### src/rtl/mem_access_unit_pkg.sv
// Shared definitions for the memory-stage load/store unit: size codes,
// FSM state encoding and the alignment rule.
package mem_access_unit_pkg;

  localparam logic [1:0] SZ_BYTE = 2'b00;
  localparam logic [1:0] SZ_HALF = 2'b01;
  localparam logic [1:0] SZ_WORD = 2'b10;

  typedef enum logic [2:0] {
    ST_IDLE   = 3'd0,
    ST_LOAD   = 3'd1,
    ST_RMW_RD = 3'd2,
    ST_STORE  = 3'd3,
    ST_RESP   = 3'd4
  } state_e;

  // Size 11 has no legal alignment, so it is folded into the misaligned case.
  function automatic logic is_misaligned(input logic [1:0] size, input logic [1:0] lo);
    logic mis;
    case (size)
      SZ_BYTE: mis = 1'b0;
      SZ_HALF: mis = lo[0];
      SZ_WORD: mis = (lo != 2'b00);
      default: mis = 1'b1;
    endcase
    return mis;
  endfunction

endpackage

### src/rtl/mem_lane_align.sv
// Little-endian byte-lane steering: extract/extend load data and merge
// sub-word store data into the word read back from memory.
module mem_lane_align
  import mem_access_unit_pkg::*;
(
  input  logic [1:0]  addr_lo_i,
  input  logic [1:0]  size_i,
  input  logic        unsigned_i,
  input  logic [31:0] rdata_i,
  input  logic [31:0] wdata_i,
  output logic [31:0] load_data_o,
  output logic [31:0] merged_o
);

  logic [7:0]  byte_v;
  logic [15:0] half_v;

  assign byte_v = rdata_i[{addr_lo_i, 3'b000} +: 8];
  assign half_v = rdata_i[{addr_lo_i[1], 4'b0000} +: 16];

  always_comb begin
    load_data_o = rdata_i;
    case (size_i)
      SZ_BYTE: load_data_o = unsigned_i ? {24'h0, byte_v} : {{24{byte_v[7]}}, byte_v};
      SZ_HALF: load_data_o = unsigned_i ? {16'h0, half_v} : {{16{half_v[15]}}, half_v};
      default: load_data_o = rdata_i;
    endcase
  end

  // No byte enables on the array, so sub-word stores overwrite one lane of the old word.
  always_comb begin
    merged_o = rdata_i;
    case (size_i)
      SZ_BYTE: merged_o[{addr_lo_i, 3'b000} +: 8]     = wdata_i[7:0];
      SZ_HALF: merged_o[{addr_lo_i[1], 4'b0000} +: 16] = wdata_i[15:0];
      default: merged_o = wdata_i;
    endcase
  end

endmodule

### src/rtl/mem_access_unit.sv
// Memory-stage load/store unit driving a word-wide data_mem array; one
// transaction at a time, read-modify-write for byte/half stores.
module mem_access_unit
  import mem_access_unit_pkg::*;
#(
  parameter int ADDR_W = 13,
  parameter int DATA_W = 32
) (
  input  logic              clock,
  input  logic              reset,
  input  logic              req_valid,
  output logic              req_ready,
  input  logic              req_write,
  input  logic [1:0]        req_size,
  input  logic              req_unsigned,
  input  logic [ADDR_W-1:0] req_addr,
  input  logic [DATA_W-1:0] req_wdata,
  output logic              rsp_valid,
  output logic [DATA_W-1:0] rsp_rdata,
  output logic              rsp_err,
  output logic [ADDR_W-3:0] mem_address,
  output logic [DATA_W-1:0] mem_in_data,
  output logic              mem_write,
  output logic              mem_read,
  input  logic [DATA_W-1:0] mem_rdata
);

  state_e            state_q, state_d;
  logic [ADDR_W-1:0] addr_q, addr_d;
  logic [1:0]        size_q, size_d;
  logic              uns_q, uns_d;
  logic [DATA_W-1:0] wdata_q, wdata_d;
  logic [DATA_W-1:0] mem_in_q, mem_in_d;
  logic              mem_rd_q, mem_rd_d;
  logic              mem_wr_q, mem_wr_d;
  logic [DATA_W-1:0] rdata_q, rdata_d;
  logic              err_q, err_d;

  logic [31:0] load_data, merged;

  mem_lane_align u_align (
    .addr_lo_i   (addr_q[1:0]),
    .size_i      (size_q),
    .unsigned_i  (uns_q),
    .rdata_i     (mem_rdata),
    .wdata_i     (wdata_q),
    .load_data_o (load_data),
    .merged_o    (merged)
  );

  always_ff @(posedge clock or negedge reset) begin
    if (!reset) begin
      state_q  <= ST_IDLE;
      addr_q   <= '0;
      size_q   <= '0;
      uns_q    <= 1'b0;
      wdata_q  <= '0;
      mem_in_q <= '0;
      mem_rd_q <= 1'b0;
      mem_wr_q <= 1'b0;
      rdata_q  <= '0;
      err_q    <= 1'b0;
    end else begin
      state_q  <= state_d;
      addr_q   <= addr_d;
      size_q   <= size_d;
      uns_q    <= uns_d;
      wdata_q  <= wdata_d;
      mem_in_q <= mem_in_d;
      mem_rd_q <= mem_rd_d;
      mem_wr_q <= mem_wr_d;
      rdata_q  <= rdata_d;
      err_q    <= err_d;
    end
  end

  // Memory strobes are registered: they are set on the transition into the
  // state that owns them, so each is high for exactly that state.
  always_comb begin
    state_d  = state_q;
    addr_d   = addr_q;
    size_d   = size_q;
    uns_d    = uns_q;
    wdata_d  = wdata_q;
    mem_in_d = mem_in_q;
    mem_rd_d = 1'b0;
    mem_wr_d = 1'b0;
    rdata_d  = rdata_q;
    err_d    = err_q;
    case (state_q)
      ST_IDLE: begin
        if (req_valid) begin
          addr_d  = req_addr;
          size_d  = req_size;
          uns_d   = req_unsigned;
          wdata_d = req_wdata;
          if (is_misaligned(req_size, req_addr[1:0])) begin
            state_d = ST_RESP;
            err_d   = 1'b1;
            rdata_d = '0;
          end else if (!req_write) begin
            state_d  = ST_LOAD;
            mem_rd_d = 1'b1;
          end else if (req_size == SZ_WORD) begin
            state_d  = ST_STORE;
            mem_wr_d = 1'b1;
            mem_in_d = req_wdata;
          end else begin
            state_d  = ST_RMW_RD;
            mem_rd_d = 1'b1;
          end
        end
      end
      ST_LOAD: begin
        rdata_d = load_data;
        err_d   = 1'b0;
        state_d = ST_RESP;
      end
      ST_RMW_RD: begin
        mem_in_d = merged;
        mem_wr_d = 1'b1;
        state_d  = ST_STORE;
      end
      ST_STORE: begin
        rdata_d = '0;
        err_d   = 1'b0;
        state_d = ST_RESP;
      end
      ST_RESP:  state_d = ST_IDLE;
      default:  state_d = ST_IDLE;
    endcase
  end

  assign req_ready   = (state_q == ST_IDLE);
  assign rsp_valid   = (state_q == ST_RESP);
  assign rsp_rdata   = rdata_q;
  assign rsp_err     = err_q;
  assign mem_address = addr_q[ADDR_W-1:2];
  assign mem_in_data = mem_in_q;
  assign mem_read    = mem_rd_q;
  assign mem_write   = mem_wr_q;

endmodule

### config.mk
export PLATFORM = sky130hd
export DESIGN_NAME = mem_access_unit
export DESIGN_NICKNAME = d
export VERILOG_FILES = /design/src/rtl/mem_access_unit_pkg.sv /design/src/rtl/mem_lane_align.sv /design/src/rtl/mem_access_unit.sv
export SDC_FILE = /design/constraint.sdc
export NUM_CORES = 1
export LEC_CHECK = 0
export BUFFER_PORTS_ARGS = -buffer_cell sky130_fd_sc_hd__buf_2
export CAP_MARGIN = 20
export CORE_MARGIN = 3
export CORE_UTILIZATION = 29
export CTS_BUF_LIST = sky130_fd_sc_hd__clkbuf_8
export DETAILED_ROUTE_END_ITERATION = 8
export SETUP_SLACK_MARGIN = 0.2
export SLEW_MARGIN = 20
export SYNTH_ARGS = -nofsm -noshare
export SYNTH_HDL_FRONTEND = slang
export SYNTH_HIERARCHICAL = 1
export SYNTH_SLANG_ARGS = --single-unit
### constraint.sdc
create_clock -name clock -period 3.65 [get_ports clock]
set_input_delay 0.5475 -clock clock [delete_from_list [all_inputs] [get_ports clock]]
set_output_delay 0.5475 -clock clock [all_outputs]
set_load 0.05 [all_outputs]
==> impl_metrics.yaml, run 1 <==
synthesis:
  synth_common_cells: "dfrtp_1, mux2_2, a22o_1, nand2_1, mux2_4"
  synthFlopType: "dfrtp_1"
  synth-seq-cells: 118
  synth_edf_count: 0
  syn_inst: 572
  syn_area_um2: 6990
  yosys.area.top_type_share_pct: 42.2
  yosys_warnings: 6
  syn-mean-instance-area_um2: 12.2
  synth.distinct_cells: 60
  yosysMostFrequentCell: "dfrtp_1"
  synthesis.nets: 661
  synthTopCellsByArea: "dfrtp_1, mux2_2, a22o_1"
  yosys.area.top_type: "dfrtp_1"
  ys_seq_area_share_pct: 42.2
  async_flop_share_pct: 100
floorplan:
  dieArea_um2: 26000
  die_h_um: 161
  core_area_um2: 23600
  start_util_pct: 29.6
  ios: 164
  die_x_um: 161
  row_count: 56
routing:
  drt-initial-drc-count: 387
  wl_per_cell_um: 20.6
  drt_wl_total_mm: 21.5
  dr_total_vias: 5307
  route.detailed.drc: 0
  firstDrtPassIters: 5
  ant_nets: 0
  vias_per_cell: 5.08
status:
  status: "finished clean"
critical_path:
  worstSetupEndpointType: "flop"
  required_ns: 3.98
  crit_path_start_kind: "flop"
  crit_fanout: 15
  cp.arrival_ns: 3.22
  crit_type: "reg -> reg"
global_route:
  grt_antenna_before_repair: 4
  grt_pass1_wl_mm: 32.8
  grt_use_total_pct: 16.5
  grt_overflow_total: 0
  grt_max_degree: 119
  grt_pass1_vias: 5228
placed_design:
  placed_cells: 1012
  hpwl_mm: 15.8
  gp_congestion: 0.874
  pre_cts_slack_ns: 0.852
  placed_cell_area_um2: 7930
  io_buffers: 163
sta:
  maxSlewHeadroom_pct: 46.0
  fin_tns_setup_ns: 0
  period_share_pct: 79.1
  setup_slack_ns: 0.763
  min_period_ns: 2.89
  finalHoldViolCount: 0
  rsz0062_at_grt: "no"
  finalSetupViolCount: 0
  fmax_mhz: 346
  drv_slew: 0
  tightest_slew_ns: 0.808
  fin_worst_skew_ns: 0.0184
run:
  cap_violations: 0
clock_network:
  cts_resized: 0
  cts_tree: "done"
  clk_latency_ns: 0.45
  clk_pin_slew_worst_paths_ns: 0.09
  cts_hold_buffers: 0
  post_cts_buffers: 0
  htree_levels: 4
  cts_sinks: 118
  root_buffer: "clkbuf_8"
  clockBufferDepth: 2
  cts_buffers: 17
power_and_ir_drop:
  power_density_nw_per_um2: 1110
  irDropWorstVdd_v: 0.000465
  cellLeakagePower_nw: 3.81
finish:
  drive_above_1_share_pct: 50.2
  area_growth_syn_to_layout_pct: 19.1
  instances_no_fill: 1045
  fillers: 2419
  stdcell_area_um2: 8330
  nets: 801
worst_hold_path:
  min_path_type: "in -> async"
## logic make-up (layout without fill, tap and decap cells)
kind of cell    Yosys count  after routing  synth area share (%)
flops                   118            118                  42.2
fa+ha+maj                 5              5                 0.895
buf+inv                  67            220                  6.64
compound gates          150            150                  19.2
other cells               0              1                     0
simple gates             95             95                  7.57
mux                     137            137                  23.4
## registers in the layout, summed over array words and instances, names as in the netlist
name and flops:
uns_q 1, addr_q 13, mem_write 1, rsp_rdata 32, wdata_q 32, state_q 3, mem_read 1, rsp_err 1
mem_in_data 32, size_q 2
## placed cells by master (no fill, tap or decap), types with 4 or more instances in the layout
| cell | Yosys | routed |
|---|---|---|
| inv_6 | 0 | 4 |
| nor2b_1 | 15 | 15 |
| clkinv_2 | 0 | 4 |
| o221ai_1 | 8 | 8 |
| buf_2 | 18 | 162 |
| mux2_1 | 7 | 7 |
| dfrtp_1 | 118 | 117 |
| a21oi_1 | 5 | 5 |
| nor3_1 | 4 | 4 |
| o221ai_2 | 8 | 8 |
| a22o_1 | 54 | 54 |
| mux2_2 | 85 | 85 |
| inv_1 | 11 | 11 |
| ha_1 | 5 | 5 |
| o211ai_1 | 7 | 7 |
| a41oi_1 | 8 | 8 |
| buf_4 | 16 | 11 |
| mux2_4 | 30 | 30 |
| nor2_1 | 10 | 9 |
| mux2i_1 | 15 | 15 |
| o21ai_2 | 10 | 10 |
| nand2_1 | 43 | 43 |
| a221o_1 | 16 | 16 |
| clkbuf_8 | 0 | 18 |
| o21ai_1 | 7 | 7 |
| a22oi_1 | 11 | 11 |
## layer usage
layer	global-route usage, %	wire length, um
met3	4.85	1360
met1	22.8	9840
met5	0	21
met4	6.02	539
met2	24.7	9770
## where the power goes
group          total [W]  internal (W)  switching (W)  leakage [nW]
Combinational    0.00540       0.00203        0.00337          2.16
Sequential       0.00262       0.00195       0.000670          1.45
Clock            0.00122      0.000629       0.000596         0.200
## worst max-delay path, cell delays in order (launching register included)
cell      delay [ns]
dfrtp_1         0.80
inv_4           0.20
ha_1            0.43
nor4bb_1        0.08
a211o_1         0.48
a22o_1          0.25
mux2_2          0.26
mux2_4          0.25
## final timing paths
| path | from | end | slack, ns | cells past startpoint |
|---|---|---|---|---|
| hold / removal | reset | addr_q[8] | 0.16 | 2 |
| hold reg to reg | rsp_err | rsp_err | 0.49 | 1 |
| setup reg to reg | addr_q[1] | mem_in_data[2] | 0.76 | 7 |
| min in group clock | req_write | mem_read | 0.32 | 2 |
| setup / recovery | addr_q[1] | mem_in_data[2] | 0.76 | 7 |
| max in group asynchronous | reset | mem_in_data[8] | 2.95 | 2 |
## final cells by class
type / count / area [um^2] / area share, %
repair buffers: 175 / 933 / 11.2
well taps: 319 / 399 / 4.79
clock inverters: 14 / 148 / 1.77
diodes: 1 / 2.50 / 0.0301
inverters: 13 / 51.3 / 0.616
clock buffers: 18 / 248 / 2.98
multi-input cells: 387 / 3590 / 43.1
flip-flops and latches: 118 / 2950 / 35.5
## stage by stage
stage / hold slack, ns / utilization (%) / total power [W]
after floorplan: 0.252 / - / 0.00696
after global placement: 0.475 / 33.6 / 0.00801
after detailed placement: 0.480 / 33.6 / 0.00804
after CTS: 0.204 / 35.2 / 0.00931
after global routing: 0.184 / 35.2 / 0.00978
final: 0.159 / 35.3 / 0.00925
(Power assumes the default switching activity.)
==> run 2: changes to the inputs <==
Clock period 3.65 ns to 2.73 ns, I/O delays scaled along.
==> impl_metrics.yaml, run 2 (same netlist as run 1, synthesis figures left out) <==
floorplan:
  ios: 164
  row_count: 56
  die_x_um: 161
  core_area_um2: 23600
  die_h_um: 161
  dieArea_um2: 26000
  start_util_pct: 29.6
critical_path:
  crit_path_start_kind: "flop"
  crit_fanout: 18
  cp.arrival_ns: 2.79
  cpPeakStageDelay_ns: 0.52
  worstSetupEndpointType: "flop"
  rr_startpoint: "addr_q[1]"
  cp_cell_sequence: "buf_4, ha_1, nor2b_1, a41oi_1, o221ai_1, mux2_2, mux2_4"
  rrSetupSlack_ns: 0.33
  crit_type: "reg -> reg"
  reg2reg_depth: 7
  rr_endpoint: "mem_in_data[30]"
  critPathSlowestCell: "nor2b_1"
  required_ns: 3.11
global_route:
  grt_overflow_total: 0
  grt_antenna_before_repair: 4
  grt_max_degree: 119
  grt_pass1_wl_mm: 32.5
  grt_pass1_vias: 5171
  grt_use_total_pct: 16.4
finish:
  drive_above_1_share_pct: 50.4
  layout_commonest_cell: "buf_2"
  final_cell_mix: "buf_2, dfrtp_1, mux2_2"
  area_growth_syn_to_layout_pct: 19.8
  nets: 804
placed_design:
  gp_congestion: 0.894
  io_buffers: 163
  hpwl_mm: 15.9
sta:
  drv_slew: 0
  period_share_pct: 88.1
  rsz0062_at_grt: "no"
  tightest_slew_ns: 0.712
  finalHoldViolCount: 0
  finalSetupViolCount: 0
  fin_worst_skew_ns: 0.0109
  fin_tns_setup_ns: 0
  fmax_mhz: 416
  maxSlewHeadroom_pct: 52.4
  min_period_ns: 2.40
clock_network:
  cts_sinks: 118
  cts_tree: "done"
  clk_latency_ns: 0.44
  clk_pin_slew_worst_paths_ns: 0.08
  post_cts_buffers: 0
  cts_hold_buffers: 0
  cts_resized: 0
  cts_buffers: 17
  htree_levels: 4
  root_buffer: "clkbuf_8"
  clockBufferDepth: 2
status:
  status: "finished clean"
routing:
  drt_wl_total_mm: 21.6
  route.detailed.drc: 0
  dr_total_vias: 5291
  ant_nets: 0
  drt-initial-drc-count: 399
  vias_per_cell: 5.05
  firstDrtPassIters: 5
  wl_per_cell_um: 20.6
power_and_ir_drop:
  irDropWorstVdd_v: 0.000555
  total_power_w: 0.0124
  power_density_nw_per_um2: 1490
  cellLeakagePower_nw: 3.82
run:
  cap_violations: 0
worst_hold_path:
  min_path_type: "in -> async"
[run 2: cell types whose count changed in the layout (fill, tap and decap cells not counted)]
cell        previous run  this run
clkinv_4               2         3
clkinv_2               4         2
clkinvlp_4             2         5
inv_6                  4         2
buf_12                 2         4
buf_4                 11        12
[run 2: worst max-delay path by stage]
stage,from,end,cells past startpoint
2_1_floorplan,state_q[2],rsp_rdata[10],5
3_3_place_gp,addr_q[1],mem_in_data[27],7
3_5_place_dp,addr_q[1],rsp_rdata[16],6
4_1_cts,addr_q[1],mem_in_data[27],7
5_1_grt,addr_q[1],mem_in_data[30],7
6_report,addr_q[1],mem_in_data[30],7
[run 2: cell type report]
class	instances	area, um^2
Timing Repair Buffer	178	981
Sequential cell	118	2950
Antenna cell	1	2.50
Clock inverter	14	151
Multi-Input combinational cell	387	3590
Inverter	13	51.3
Tap cell	319	399
Clock buffer	18	248
Fill cell	2381	15200
[run 2: stage by stage]
step,util [%],hold WS [ns],instances,setup WS [ns],cell area [um^2]
after floorplan,-,0.114,572,0.256,6990
after global placement,33.8,0.475,1015,0.396,7980
after detailed placement,33.8,0.483,1015,0.377,7980
after CTS,35.5,0.0694,1047,0.358,8370
after global routing,35.5,0.0695,1048,0.220,8380
final,35.5,0.0316,1048,0.326,8380
[run 2: report_power, final]
group	internal [W]	switching, W	leakage [nW]	total [W]
Combinational	0.00277	0.00465	2.18	0.00743
Sequential	0.00261	0.000770	1.45	0.00338
Clock	0.000840	0.000793	0.188	0.00163
Total	0.00622	0.00622	3.82	0.0124
[run 2: critical path, delay by kind of cell, from the launching register on]
family / cells / cell delay [ns]
mux: 2 / 0.34
flops: 1 / 0.39
fa+ha+maj: 1 / 0.37
buf+inv: 1 / 0.26
simple gates: 1 / 0.52
compound gates: 2 / 0.46
[run 2: metal layers]
metal	track usage [%]	wire length [um]	share of wire, %
met5	0	41	0.19
met1	22.9	9890	46
met4	4.07	246	1.1
met2	25.5	10100	47
met3	4.05	1310	6.1
==> run 3: changes to the inputs <==
Settings changed: ABC_AREA from default to 1, PLACE_DENSITY_LB_ADDON from default to 0.1.
Clock period 2.73 ns to 2.74 ns, I/O delays scaled along.
==> impl_metrics.yaml, run 3 <==
critical_path:
  rr_startpoint: "state_q[2]"
  cp_cell_sequence: "nor2_1, nand2_1, nor2_4, inv_2, o21ai_0"
  critPathLaunch: "state_q[2]"
  critPathSlowestCell: "o21ai_0"
  cpPeakStageDelay_ns: 0.49
  crit_type: "reg -> reg"
  worstSetupEndpointType: "flop"
  required_ns: 3.05
  crit_path_start_kind: "flop"
  path_buf_inv: 1
  crit_fanout: 51
  crit_family: "simple AND/OR/NAND/NOR gates"
  cp.arrival_ns: 2.48
power_and_ir_drop:
  p_sw_share_pct: 54.3
  power_switching_w: 0.00623
  power_frac_clock_pct: 16.6
  irDropWorstVdd_v: 0.000552
  cellLeakagePower_nw: 4.93
  total_power_w: 0.0115
  power_density_nw_per_um2: 1360
  seq_power_share_pct: 26.6
  combPwrFrac_pct: 56.9
  p_int_w: 0.00523
sta:
  fin_tns_setup_ns: 0
  min_period_ns: 2.17
  drv_slew: 0
  fin_hold_ws_ns: 0.164
  finalSetupViolCount: 0
  rsz0062_at_grt: "no"
  tightest_slew_ns: 0.966
  period_share_pct: 79.4
  finalHoldViolCount: 0
  fmax_mhz: 460
  maxSlewHeadroom_pct: 35.5
  fin_worst_skew_ns: 0.0169
synthesis:
  synthFlopType: "dfrtp_1"
  synth_edf_count: 0
  syn-mean-instance-area_um2: 6.68
  yosys_warnings: 6
  synthesis.nets: 1133
  syn_area_um2: 6970
  syn_inst: 1044
  synth_common_cells: "nand2_1, nand3_1, dfrtp_1, buf_2, inv_1"
  async_flop_share_pct: 100
  synthTopCellsByArea: "dfrtp_1, nand2_1, nand3_1"
  yosys.area.top_type: "dfrtp_1"
  synth.distinct_cells: 30
  yosys.area.top_type_share_pct: 42.4
  yosysMostFrequentCell: "nand2_1"
  ys_seq_area_share_pct: 42.4
  synth-seq-cells: 118
clock_network:
  cts_buffers: 17
  clockBufferDepth: 2
  clk_pin_slew_worst_paths_ns: 0.08
  post_cts_buffers: 0
  clk_latency_ns: 0.45
  cts_tree: "done"
  cts_sinks: 118
  htree_levels: 4
  root_buffer: "clkbuf_8"
global_route:
  grt_pass1_wl_mm: 40.5
  grt_pass1_vias: 6839
  grt_use_total_pct: 20.0
  grt_overflow_total: 0
  grt_max_degree: 68
  grt_antenna_before_repair: 0
finish:
  nets: 1267
  area_growth_syn_to_layout_pct: 20.9
  regArea_um2: 2950
  final_cell_mix: "nand2_1, buf_2, nand3_1"
  stdcell_area_um2: 8430
  multi_input_area_um2: 3470
  drive_above_1_share_pct: 19.9
  diodes: 0
  instances_no_fill: 1510
  fillers: 2686
  layout_commonest_cell: "nand2_1"
routing:
  vias_per_cell: 4.76
  drt-initial-drc-count: 593
  drt_wl_total_mm: 25.7
  dr_total_vias: 7182
  ant_nets: 0
  firstDrtPassIters: 5
  route.detailed.drc: 0
  wl_per_cell_um: 17.0
floorplan:
  row_count: 56
  die_x_um: 161
  dieArea_um2: 25900
  start_util_pct: 29.6
  ios: 164
  die_h_um: 161
  core_area_um2: 23500
placed_design:
  gp_congestion: 0.889
  placed_cells: 1477
  hpwl_mm: 18.5
  io_buffers: 163
  placed_cell_area_um2: 7960
status:
  status: "finished clean"
worst_hold_path:
  hold_start: "req_addr[3]"
  min_path_type: "in -> reg"
run:
  cap_violations: 0
-- run 3: worst min-delay path, cell delays in order --
cell and delay, ns:
buf_2 0.07, nand2_1 0.04, nand2_1 0.05
-- run 3: power groups by stage --
stage | clock, W | combinational, W | sequential [W]
2_1_floorplan | 0 | 0.00384 | 0.00416
3_3_place_gp | 0 | 0.00655 | 0.00308
3_5_place_dp | 0 | 0.00656 | 0.00308
4_1_cts | 0.00196 | 0.00659 | 0.00305
5_1_grt | 0.00203 | 0.00722 | 0.00314
6_report | 0.00190 | 0.00651 | 0.00304
-- run 3: final timing paths --
| path | endpoint | slack, ns | cells after the start |
|---|---|---|---|
| setup reg to reg | size_q[1] | 0.57 | 5 |
| hold / removal | addr_q[3] | 0.16 | 3 |
| setup / recovery | size_q[1] | 0.57 | 5 |
| max in group asynchronous | mem_in_data[16] | 1.78 | 3 |
| min in group asynchronous | rsp_rdata[19] | 0.37 | 2 |
| hold reg to reg | rsp_rdata[25] | 0.47 | 2 |
-- run 3: metrics by stage --
step / setup WS [ns] / utilization (%)
after CTS: 0.519 / 35.8
after detailed placement: 0.556 / 33.8
final: 0.565 / 35.8
after global placement: 0.548 / 33.8
after floorplan: 0.807 / -
after global routing: 0.326 / 35.8
-- run 3: timing repair --
action                                 in CTS  in global routing
resized for setup                           0                  0
hold buffers                                1                  0
endpoints found under the hold margin      12                  0
-- run 3: cell families after synthesis --
| logic type | share of synthesized area, % |
|---|---|
| AO/OA/AOI/OAI | 3.32 |
| adder cells (fa/ha/maj) | 0.897 |
| buffers and inverters | 8.00 |
| flip-flops | 42.4 |
| AND/OR/NAND/NOR | 45.4 |
-- run 3: area by class of cell --
class	count	share of cell area [%]
clock buffer	18	2.94
clock inverter	14	2.48
inverter	40	1.81
multi-input combinational	818	41.2
sequential	118	35.0
tap	319	4.73
timing repair buffer	183	11.8
-- run 3: routing by layer --
| metal | vias to the layer above | GRT usage (%) | routed length, um |
|---|---|---|---|
| met2 | 201 | 31.6 | 11900 |
| met5 | - | 0 | 0 |
| met4 | 0 | 5.44 | 424 |
| li1 | 3534 | - | - |
| met3 | 23 | 3.41 | 1290 |
| met1 | 3424 | 28.5 | 12000 |
